[src/rtl/cpu_mc_pkg.sv]
// -----------------------------------------------------------------------------
// cpu_mc_pkg
// Shared definitions for the multi-cycle core: opcode and FSM state
// enumerations, instruction field geometry and small decode helpers.
// No ports (package).
// -----------------------------------------------------------------------------
package cpu_mc_pkg;

   // Instruction field geometry. The opcode sits in the top OP_W bits,
   // followed by rd and rs (RA bits each), with an 8-bit immediate at the bottom.
   localparam int OP_W    = 4;
   localparam int IMM_W   = 8;
   localparam int IMM_LSB = 0;

   typedef enum logic [3:0] {
      OP_NOP  = 4'd0,
      OP_ADD  = 4'd1,
      OP_SUB  = 4'd2,
      OP_AND  = 4'd3,
      OP_OR   = 4'd4,
      OP_ADDI = 4'd5,
      OP_LD   = 4'd6,
      OP_ST   = 4'd7,
      OP_BEQZ = 4'd8,
      OP_JMP  = 4'd9,
      OP_HALT = 4'd15
   } opcode_e;

   typedef enum logic [2:0] {
      ST_FETCH  = 3'd0,
      ST_DECODE = 3'd1,
      ST_EXEC   = 3'd2,
      ST_MEM    = 3'd3,
      ST_WB     = 3'd4,
      ST_HALT   = 3'd5
   } state_e;

   // Opcodes 10..14 are unassigned and are treated exactly like HALT.
   function automatic logic is_halt_op(input logic [OP_W-1:0] op);
      return (op >= 4'd10);
   endfunction

endpackage

[src/rtl/cpu_mc_regfile.sv]
// -----------------------------------------------------------------------------
// cpu_mc_regfile
// General register file: REG_CNT x DATA_W, two asynchronous read ports and
// one synchronous write port. Synchronous active-high reset clears all entries.
//   clk        in  clock
//   i_rst      in  synchronous reset, active high
//   i_we       in  write enable
//   i_waddr    in  write index
//   i_wdata    in  write data
//   i_raddr_a  in  read port A index    o_rdata_a  out  read port A data
//   i_raddr_b  in  read port B index    o_rdata_b  out  read port B data
// -----------------------------------------------------------------------------
module cpu_mc_regfile
   import cpu_mc_pkg::*;
#(
   parameter int DATA_W  = 16,
   parameter int REG_CNT = 4
) (
   input  logic                       clk,
   input  logic                       i_rst,
   input  logic                       i_we,
   input  logic [$clog2(REG_CNT)-1:0] i_waddr,
   input  logic [DATA_W-1:0]          i_wdata,
   input  logic [$clog2(REG_CNT)-1:0] i_raddr_a,
   output logic [DATA_W-1:0]          o_rdata_a,
   input  logic [$clog2(REG_CNT)-1:0] i_raddr_b,
   output logic [DATA_W-1:0]          o_rdata_b
);

   logic [DATA_W-1:0] r_regs [REG_CNT];

   // Register storage: cleared on reset, single write port otherwise.
   always_ff @(posedge clk) begin
      if (i_rst) begin
         for (int i = 0; i < REG_CNT; i++) begin
            r_regs[i] <= '0;
         end
      end else if (i_we) begin
         r_regs[i_waddr] <= i_wdata;
      end
   end

   assign o_rdata_a = r_regs[i_raddr_a];
   assign o_rdata_b = r_regs[i_raddr_b];

endmodule

[src/rtl/cpu_mc_core.sv]
// -----------------------------------------------------------------------------
// cpu_mc_core
// Multi-cycle accumulator-free load/store core (FETCH/DECODE/EXEC/MEM/WB/HALT)
// with a single request/ready memory port.
//   clk        in   clock, all state on rising edge
//   rst_b      in   synchronous reset, active high
//   mem_req    out  memory access request
//   mem_we     out  1 = write, 0 = read (valid with mem_req)
//   mem_addr   out  byte address of the access
//   mem_wdata  out  store data
//   mem_rdata  in   read data, valid when mem_ready=1
//   mem_ready  in   access completes when mem_req=1 and mem_ready=1
//   halted     out  core is in HALT
//   pc_o       out  current PC
// -----------------------------------------------------------------------------
module cpu_mc_core
   import cpu_mc_pkg::*;
#(
   parameter int                DATA_W   = 16,
   parameter int                REG_CNT  = 4,
   parameter logic [DATA_W-1:0] RESET_PC = '0
) (
   input  logic              clk,
   input  logic              rst_b,
   output logic              mem_req,
   output logic              mem_we,
   output logic [DATA_W-1:0] mem_addr,
   output logic [DATA_W-1:0] mem_wdata,
   input  logic [DATA_W-1:0] mem_rdata,
   input  logic              mem_ready,
   output logic              halted,
   output logic [DATA_W-1:0] pc_o
);

   localparam int RA     = $clog2(REG_CNT);
   localparam int RD_MSB = DATA_W - OP_W - 1;
   localparam int RS_MSB = RD_MSB - RA;
   localparam logic [DATA_W-1:0] PC_STEP = DATA_W'(2);

   state_e            r_state;
   state_e            w_state_nx;
   logic [DATA_W-1:0] r_pc;
   logic [DATA_W-1:0] r_ir;
   logic [DATA_W-1:0] r_a;
   logic [DATA_W-1:0] r_b;
   logic [DATA_W-1:0] r_res;
   // Set by reset; suppresses the fetch request for the first cycle after
   // reset so that a ready left over from an abandoned access is not taken.
   logic              r_rst_seen;

   logic [OP_W-1:0]   w_op;
   logic [RA-1:0]     w_rd;
   logic [RA-1:0]     w_rs;
   logic [DATA_W-1:0] w_imm_sx;
   logic [DATA_W-1:0] w_br_off;
   logic [DATA_W-1:0] w_rd_a;
   logic [DATA_W-1:0] w_rd_b;
   logic              w_mem_req;
   logic              w_mem_we;
   logic [DATA_W-1:0] w_mem_addr;
   logic [DATA_W-1:0] w_mem_wdata;
   logic              w_acc_done;

   assign w_op     = r_ir[DATA_W-1 -: OP_W];
   assign w_rd     = r_ir[RD_MSB -: RA];
   assign w_rs     = r_ir[RS_MSB -: RA];
   assign w_imm_sx = {{(DATA_W-IMM_W){r_ir[IMM_LSB+IMM_W-1]}}, r_ir[IMM_LSB +: IMM_W]};
   // Branch offset counts halfwords: imm << 1.
   assign w_br_off = {w_imm_sx[DATA_W-2:0], 1'b0};
   assign w_acc_done = w_mem_req & mem_ready;

   cpu_mc_regfile #(
      .DATA_W  (DATA_W),
      .REG_CNT (REG_CNT)
   ) u_regfile (
      .clk       (clk),
      .i_rst     (rst_b),
      .i_we      (r_state == ST_WB),
      .i_waddr   (w_rd),
      .i_wdata   (r_res),
      .i_raddr_a (w_rd),
      .o_rdata_a (w_rd_a),
      .i_raddr_b (w_rs),
      .o_rdata_b (w_rd_b)
   );

   // Next-state and memory-port decode from the current state.
   always_comb begin
      w_state_nx  = r_state;
      w_mem_req   = 1'b0;
      w_mem_we    = 1'b0;
      w_mem_addr  = r_pc;
      w_mem_wdata = '0;
      case (r_state)
         ST_FETCH: begin
            w_mem_req = ~r_rst_seen;
            if (w_mem_req && mem_ready) begin
               w_state_nx = ST_DECODE;
            end else begin
               w_state_nx = ST_FETCH;
            end
         end
         ST_DECODE: begin
            if (is_halt_op(w_op)) begin
               w_state_nx = ST_HALT;
            end else begin
               w_state_nx = ST_EXEC;
            end
         end
         ST_EXEC: begin
            case (w_op)
               OP_ADD, OP_SUB, OP_AND, OP_OR, OP_ADDI: w_state_nx = ST_WB;
               OP_LD, OP_ST:                           w_state_nx = ST_MEM;
               default:                                w_state_nx = ST_FETCH;
            endcase
         end
         ST_MEM: begin
            w_mem_req  = 1'b1;
            w_mem_addr = r_b;
            w_mem_we   = (w_op == OP_ST);
            if (w_mem_we) begin
               w_mem_wdata = r_a;
            end else begin
               w_mem_wdata = '0;
            end
            if (mem_ready) begin
               w_state_nx = w_mem_we ? ST_FETCH : ST_WB;
            end else begin
               w_state_nx = ST_MEM;
            end
         end
         ST_WB:   w_state_nx = ST_FETCH;
         ST_HALT: w_state_nx = ST_HALT;
         default: w_state_nx = ST_FETCH;
      endcase
   end

   // Datapath and state register; reset abandons any access in flight.
   always_ff @(posedge clk) begin
      if (rst_b) begin
         r_state    <= ST_FETCH;
         r_pc       <= RESET_PC;
         r_ir       <= '0;
         r_a        <= '0;
         r_b        <= '0;
         r_res      <= '0;
         r_rst_seen <= 1'b1;
      end else begin
         r_state    <= w_state_nx;
         r_rst_seen <= 1'b0;
         case (r_state)
            ST_FETCH: begin
               if (w_acc_done) begin
                  r_ir <= mem_rdata;
                  r_pc <= r_pc + PC_STEP;
               end
            end
            ST_DECODE: begin
               r_a <= w_rd_a;
               r_b <= w_rd_b;
            end
            ST_EXEC: begin
               case (w_op)
                  OP_ADD:  r_res <= r_a + r_b;
                  OP_SUB:  r_res <= r_a - r_b;
                  OP_AND:  r_res <= r_a & r_b;
                  OP_OR:   r_res <= r_a | r_b;
                  OP_ADDI: r_res <= r_a + w_imm_sx;
                  // pc already points past this instruction here.
                  OP_BEQZ: begin
                     if (r_a == '0) begin
                        r_pc <= r_pc + w_br_off;
                     end
                  end
                  OP_JMP:  r_pc <= r_b;
                  default: r_res <= r_res;
               endcase
            end
            ST_MEM: begin
               if (w_acc_done && (w_op == OP_LD)) begin
                  r_res <= mem_rdata;
               end
            end
            default: r_res <= r_res;
         endcase
      end
   end

   assign mem_req   = w_mem_req;
   assign mem_we    = w_mem_we;
   assign mem_addr  = w_mem_addr;
   assign mem_wdata = w_mem_wdata;
   assign halted    = (r_state == ST_HALT);
   assign pc_o      = r_pc;

endmodule
[config.mk]
export PLATFORM = sky130hd
export DESIGN_NAME = cpu_mc_core
export DESIGN_NICKNAME = d
export VERILOG_FILES = /design/src/rtl/cpu_mc_pkg.sv /design/src/rtl/cpu_mc_regfile.sv /design/src/rtl/cpu_mc_core.sv
export SDC_FILE = /design/constraint.sdc
export NUM_CORES = 1
export LEC_CHECK = 0
export CAP_MARGIN = 30
export CORE_UTILIZATION = 52
export CTS_CLUSTER_SIZE = 25
export DETAILED_ROUTE_END_ITERATION = 10
export GPL_TIMING_DRIVEN = 0
export PLACE_DENSITY_LB_ADDON = 0.3
export SKIP_CTS_REPAIR_TIMING = 1
export SLEW_MARGIN = 20
export SYNTH_ARGS = -nofsm -noshare
export SYNTH_HDL_FRONTEND = slang
export SYNTH_SLANG_ARGS = --single-unit
export TNS_END_PERCENT = 100
[constraint.sdc]
create_clock -name clk -period 4.5 [get_ports clk]
set_clock_uncertainty 0.15 [all_clocks]
set_input_delay 0.9 -clock clk [delete_from_list [all_inputs] [get_ports clk]]
set_output_delay 0.9 -clock clk [all_outputs]
set_load 0.02 [all_outputs]
# After elaboration in Yosys (flattened, before gate mapping)
# Memory sizes are Yosys's and may differ from the RTL's. A register that Yosys moved wholly into a read port is not among the register bits.
# Index checks and enable logic that the tools add are counted.
[totals]
ff_bits = 52
mem_bits_rw = 64
in_bits = 19
out_inout_bits = 51
elab_cells = 73
memories = 1
[classes]
add_sub_neg = 5
magnitude_cmp = 1
n_eq_ne = 19
muxes = 26
n_bitwise = 4
n_reduce_logical = 12
[memory_table]
columns = ["name", "words", "word_bits", "read_ports", "rd_clocked_by_memory_dff", "wr", "line_no", "rtl"]
rows = [
  ["u_regfile.r_regs", 4, 16, 2, 2, 4, "cpu_mc_regfile.sv:30", "logic [DATA_W-1:0] r_regs [REG_CNT];"],
]
[ops]
columns = ["op", "count"]
rows = [
  ["16-bit two-way mux", 7],
  ["16-bit case mux with 2 select lines", 3],
  ["16-bit case mux with 5 select lines", 1],
  ["16-bit adder", 3],
  ["16-bit by 2-bit adder with 16-bit output, second input constant", 1],
  ["16-bit AND", 1],
  ["4-bit by 3-bit == test with 1-bit output, second input constant", 4],
  ["16-bit logical NOT", 1],
  ["16-bit bitwise OR", 1],
  ["16-bit OR reduction", 1],
  ["16-bit subtractor", 1],
  ["3-bit case mux with 5 select lines", 1],
  ["3-bit two-way mux", 3],
  ["4-bit by 2-bit == test with 1-bit output, second input constant", 2],
  ["4-bit == test, second input constant", 2],
  ["1-bit two-way mux", 8],
  ["3-bit by 2-bit == test with 1-bit output, second input constant", 2],
  ["3-bit == test, second input constant", 2],
  ["6-bit by 1-bit inequality test with 1-bit output, second input constant", 1],
  ["3-bit case mux with 2 select lines", 1],
  ["5-bit OR reduction", 1],
  ["4-bit by 1-bit == test with 1-bit output, second input constant", 1],
  ["4-bit >= comparator, second input constant", 1],
  ["2-bit inequality test, second input constant", 2],
  ["other kinds (14)", 16],
]

# Longest topological paths before layout
[depth]
word_depth = 6
depth_mapped = 17
mapped_depth_nobuf = 17

# By module
# Synthesis repeated with hierarchy kept, for this count alone.
[unflattened]
cells_unflattened = 1061
hier_area_um2 = 9459.1
[modules_own_cells]
columns = ["mod", "n_inst", "cells_each", "area_each_um2", "seq_area_each_um2"]
rows = [
  ["cpu_mc_core", 1, 879, 6229.7, 1681.6],
  ["cpu_mc_regfile", 1, 182, 3229.3, 1921.8],
]

# Least setup slack after synthesis
# Ideal clock, no wire load.
[synth_path]
path_type = "register to register"
start = "register r_ir[15]"
end = "register r_res[8]"
setup_time_ns = 0.114
arrival_time_ns = 3.476
required_time_ns = 4.236
slack_ns = 0.760
stages_incl_launch_ff = 16
n_path_buf = 3
synth_period_minus_slack_ns = 3.740
path_cell_list = "dfxtp_1 -> clkbuf_1 -> or4b_1 -> clkbuf_1 -> nand2b_1 -> clkbuf_1 -> nand2_1 -> a221o_1 -> ha_1 -> a21o_1 -> a21o_1 -> a31oi_1 -> nand2b_1 -> xnor2_1 -> a21oi_1 -> a2111oi_0"
[synth_between]
elab_chain_len = 4
word_cells_on_any_way = 12
classes_between = "8 x eq/ne; 2 x mux; 2 x reduce/logical"
[synth_rtl]
columns = ["item", "line_no", "rtl"]
rows = [
  ["start: declaration", "cpu_mc_core.sv:43", "logic [DATA_W-1:0] r_ir;"],
  ["start signal: assignment", "cpu_mc_core.sv:154", "r_ir <= mem_rdata;"],
  ["parallel branches: the longest is 4 deep, another holds 16-bit case mux with 5 select lines", "n/a", ""],
  ["end signal: assignment", "cpu_mc_core.sv:176", "default: r_res <= r_res;"],
  ["end signal: assignment", "cpu_mc_core.sv:181", "r_res <= mem_rdata;"],
  ["end signal: assignment", "cpu_mc_core.sv:184", "default: r_res <= r_res;"],
  ["end: declaration", "cpu_mc_core.sv:46", "logic [DATA_W-1:0] r_res;"],
]
# Parallel ways; which one is timed is not known.
# A chain may end at the register's enable or synchronous reset.

# Worst setup path in the final report
[layout_path]
start = "register r_state[0]"
end = "output mem_addr[12]"
[layout_between]
elab_chain_len = 2
[layout_rtl]
columns = ["item", "line_no", "rtl"]
rows = [
  ["start: declaration", "cpu_mc_core.sv:40", "state_e r_state;"],
  ["start signal: assignment", "cpu_mc_core.sv:149", "r_state <= w_state_nx;"],
  ["3-bit by 2-bit == test with 1-bit output", "cpu_mc_core.sv:94", "case (r_state)"],
  ["16-bit two-way mux", "cpu_mc_core.sv:94", ""],
  ["end: declaration", "cpu_mc_core.sv:27", "output logic [DATA_W-1:0] mem_addr,"],
]
# No other way between the ends.

==> flow_metrics.env <==
export IMPL_status="finished, final reports clean"
export IMPL_die_h_um=137.4
export IMPL_ys_warn_count=0
export IMPL_gp_congestion=0.9497
export IMPL_first_iter_violations=1109
export IMPL_p_per_area_nw_per_um2=299.8
export IMPL_num_rows=49
export IMPL_wl_per_cell_um=22.21
export IMPL_tritoncts_num_buffers=17
export IMPL_grt_pass1_wl_um=47900
export IMPL_hpwl_um=23330
export IMPL_hp_class="reg -> reg"
export IMPL_relSlewSlack_pct=39.37
export IMPL_ys_flop_type="dfxtp_1"
export IMPL_regToRegStartpoint="r_b[0]"
export IMPL_grtUsageMet1_pct=50.65
export IMPL_post_dp_cell_area_sq_um=10530
export IMPL_critical_path_arrival_ps=3270
export IMPL_ant_nets=0
export IMPL_crit_path_end_kind="primary output"
export IMPL_overflow=0
export IMPL_min_period_over_period_pct=95.97
export IMPL_irDropWorstVdd_v=0.0003036
export IMPL_clock_sinks=148
export IMPL_period_needed_ps=4319
export IMPL_synthesis_area_sq_um=9533
export IMPL_ys_seq_area_share_pct=37.80
export IMPL_core_area_sq_um=17960
export IMPL_drive_gt1_share_pct=7.191
export IMPL_initial_core_util_pct=53.07
export IMPL_worst_pin_slew_ps=907.1
export IMPL_hold_path_end="r_ir[0]"
export IMPL_drc_errors=0
export IMPL_worstRegToRegCells=17
export IMPL_drt_total_wl_um=31650
export IMPL_grt_pass1_vias=8397
export IMPL_area_delta_synth_final_pct=16.96
export IMPL_clockBufferDepth=2
export IMPL_fmax_mhz=231.6
export IMPL_die_w_um=137.4
export IMPL_rsz0062_at_grt="false"
export IMPL_grt_met3_usage_pct=6.770
export IMPL_total_power_uw=3343
export IMPL_syn_area_per_cell_sq_um=8.746
export IMPL_rrSetupSlack_ps=250
export IMPL_vias=9297
export IMPL_busiest_layer="met2"
export IMPL_grtUsageMet2_pct=51.09
export IMPL_nNetsFinal=1239
export IMPL_antenna_found_initial=1
export IMPL_htreeDepth=4
export IMPL_fin_area_sq_um=11150
export IMPL_synth_nets=1146
export IMPL_syn_inst=1090
export IMPL_track_usage_pct=34.69
export IMPL_num_antenna_cells=0
export IMPL_portBuffers=69
export IMPL_holdWs_ps=332.7
export IMPL_cts_tree="yes"
export IMPL_clk_pin_slew_ps=70
export IMPL_synth_async_reset_ratio_pct=0
export IMPL_first_pass_iters=9
export IMPL_r2r_end="r_res[15]"
export IMPL_worst_ep_required_time_ps=3450
export IMPL_critPathLaunchType="flip-flop"
export IMPL_dieArea_sq_um=18880
export IMPL_min_delay_start="r_ir[0]"
export IMPL_insertion_delay_ps=430
export IMPL_io_pins=70
export IMPL_hold_viol_final=0
export IMPL_whs_path_depth=2
export IMPL_setup_viol=0
export IMPL_grt_max_degree=17
export IMPL_critPathMaxFanout=10
export IMPL_leakagePower_uw=0.004139
export IMPL_ys_ff_latch=148
export IMPL_vias_per_cell=6.524
export IMPL_synthDistinctLibCells=72
export IMPL_synth_edf_count=64
export IMPL_drv_slew=0
export IMPL_critPathKind="reg -> out"
export IMPL_clockRootBuffer="clkbuf_16"
export IMPL_fin_util_pct=62.07
export IMPL_maxCapViolCount=0
[flip-flops by register name (all words and copies together), names as in the netlist]
register          flops
r_res                16
r_b                  16
r_rst_seen            1
u_regfile.r_regs     64
pc_o                 16
r_a                  16
r_state               3
r_ir                 16
[cells by family (layout without fill, tap and decap cells)]
family          after synthesis  in the layout  synth area share [%]
compound gates              285            285                 19.18
xor+xnor                     30             30                 2.756
fa+ha+maj                    37             37                 5.014
buf+inv                      99            205                 3.990
flops                       148            148                 37.80
mux                          35             35                 7.875
simple gates                456            456                 23.39
[power by group]
group	switching [uW]	internal, uW	total (uW)	leakage, uW
sequential	47.7	1440	1490	0.00134
combinational	271	174	445	0.00252
clock	635	774	1410	0.000273
total	955	2390	3340	0.00414
[worst max-delay path by stage]
stage / from / to / slack [ps]
6_report: r_state[0] / mem_addr[12] / 180
5_1_grt: r_ir[15] / r_res[11] / 30
4_1_cts: r_state[1] / mem_addr[9] / -220
3_5_place_dp: r_ir[15] / r_res[11] / 120
3_3_place_gp: r_ir[15] / r_res[12] / 140
2_1_floorplan: r_ir[15] / r_res[8] / 760
[worst max-delay path, cell delays in order (launching register included)]
cell and delay (ps):
dfxtp_1 340, clkbuf_1 220, nand2_1 300, clkbuf_1 520
clkbuf_1 550, nand2_1 100, o21ai_0 130, clkdlybuf4s50_1 650
[metrics by stage]
stage	worst slack (ps)	setup TNS [ps]	cells
floorplan	759.8	0	1090
global placement	138.1	0	1388
detailed placement	115.2	0	1391
CTS	-220.9	-1782	1423
global route	29.35	0	1425
finish	181.3	0	1425
[layout make-up]
type,count,area (sq um)
buffer,76,297.8
clock buffer,17,425.4
clock inverter,15,150.1
fill,1585,6814
inverter,21,78.83
multi-input combinational,843,5564
sequential,148,3603
tap,229,286.5
timing repair buffer,76,743.2
[synth_stat cells, types with 9 or more instances]
cell type | count | area share, %
edfxtp_1 | 64 | 20
and3_1 | 22 | 1.4
and2_1 | 67 | 4.4
dfxtp_1 | 84 | 18
clkbuf_1 | 72 | 2.8
ha_1 | 35 | 4.6
a21o_1 | 20 | 1.6
nor3_1 | 27 | 1.4
a31oi_1 | 9 | 0.59
xor2_1 | 13 | 1.2
nand2b_1 | 9 | 0.59
xnor2_1 | 17 | 1.6
a221o_1 | 12 | 1.3
or3_1 | 12 | 0.79
inv_1 | 21 | 0.83
a211oi_1 | 19 | 1.5
a21oi_1 | 111 | 5.8
o21ai_0 | 55 | 2.9
mux4_2 | 32 | 7.6
nand3_1 | 22 | 1.2
nand2_1 | 184 | 7.2
nor2b_1 | 9 | 0.59
nor2_1 | 64 | 2.5
[per-layer routing]
metal	wire length (um)	vias to the layer above
met5	0	-
met4	823	0
met3	3560	70
met2	13880	572
met1	13400	4462
li1	-	4193
[layout by cell type (no fill, tap or decap), drive strengths merged, types with 12 or more instances in the layout]
| cell | instances |
|---|---|
| and3 | 22 |
| a21oi | 111 |
| or3 | 12 |
| dfxtp | 84 |
| nor3 | 27 |
| clkbuf | 88 |
| a21o | 20 |
| edfxtp | 64 |
| and2 | 67 |
| inv | 25 |
| xor2 | 13 |
| a211oi | 19 |
| nand2 | 184 |
| nor2 | 64 |
| o21ai | 56 |
| xnor2 | 17 |
| mux4 | 32 |
| a221o | 12 |
| ha | 35 |
| nand3 | 22 |
| clkdlybuf4s50 | 69 |
| buf | 12 |
Note: power is estimated with default switching activity, not from simulation.
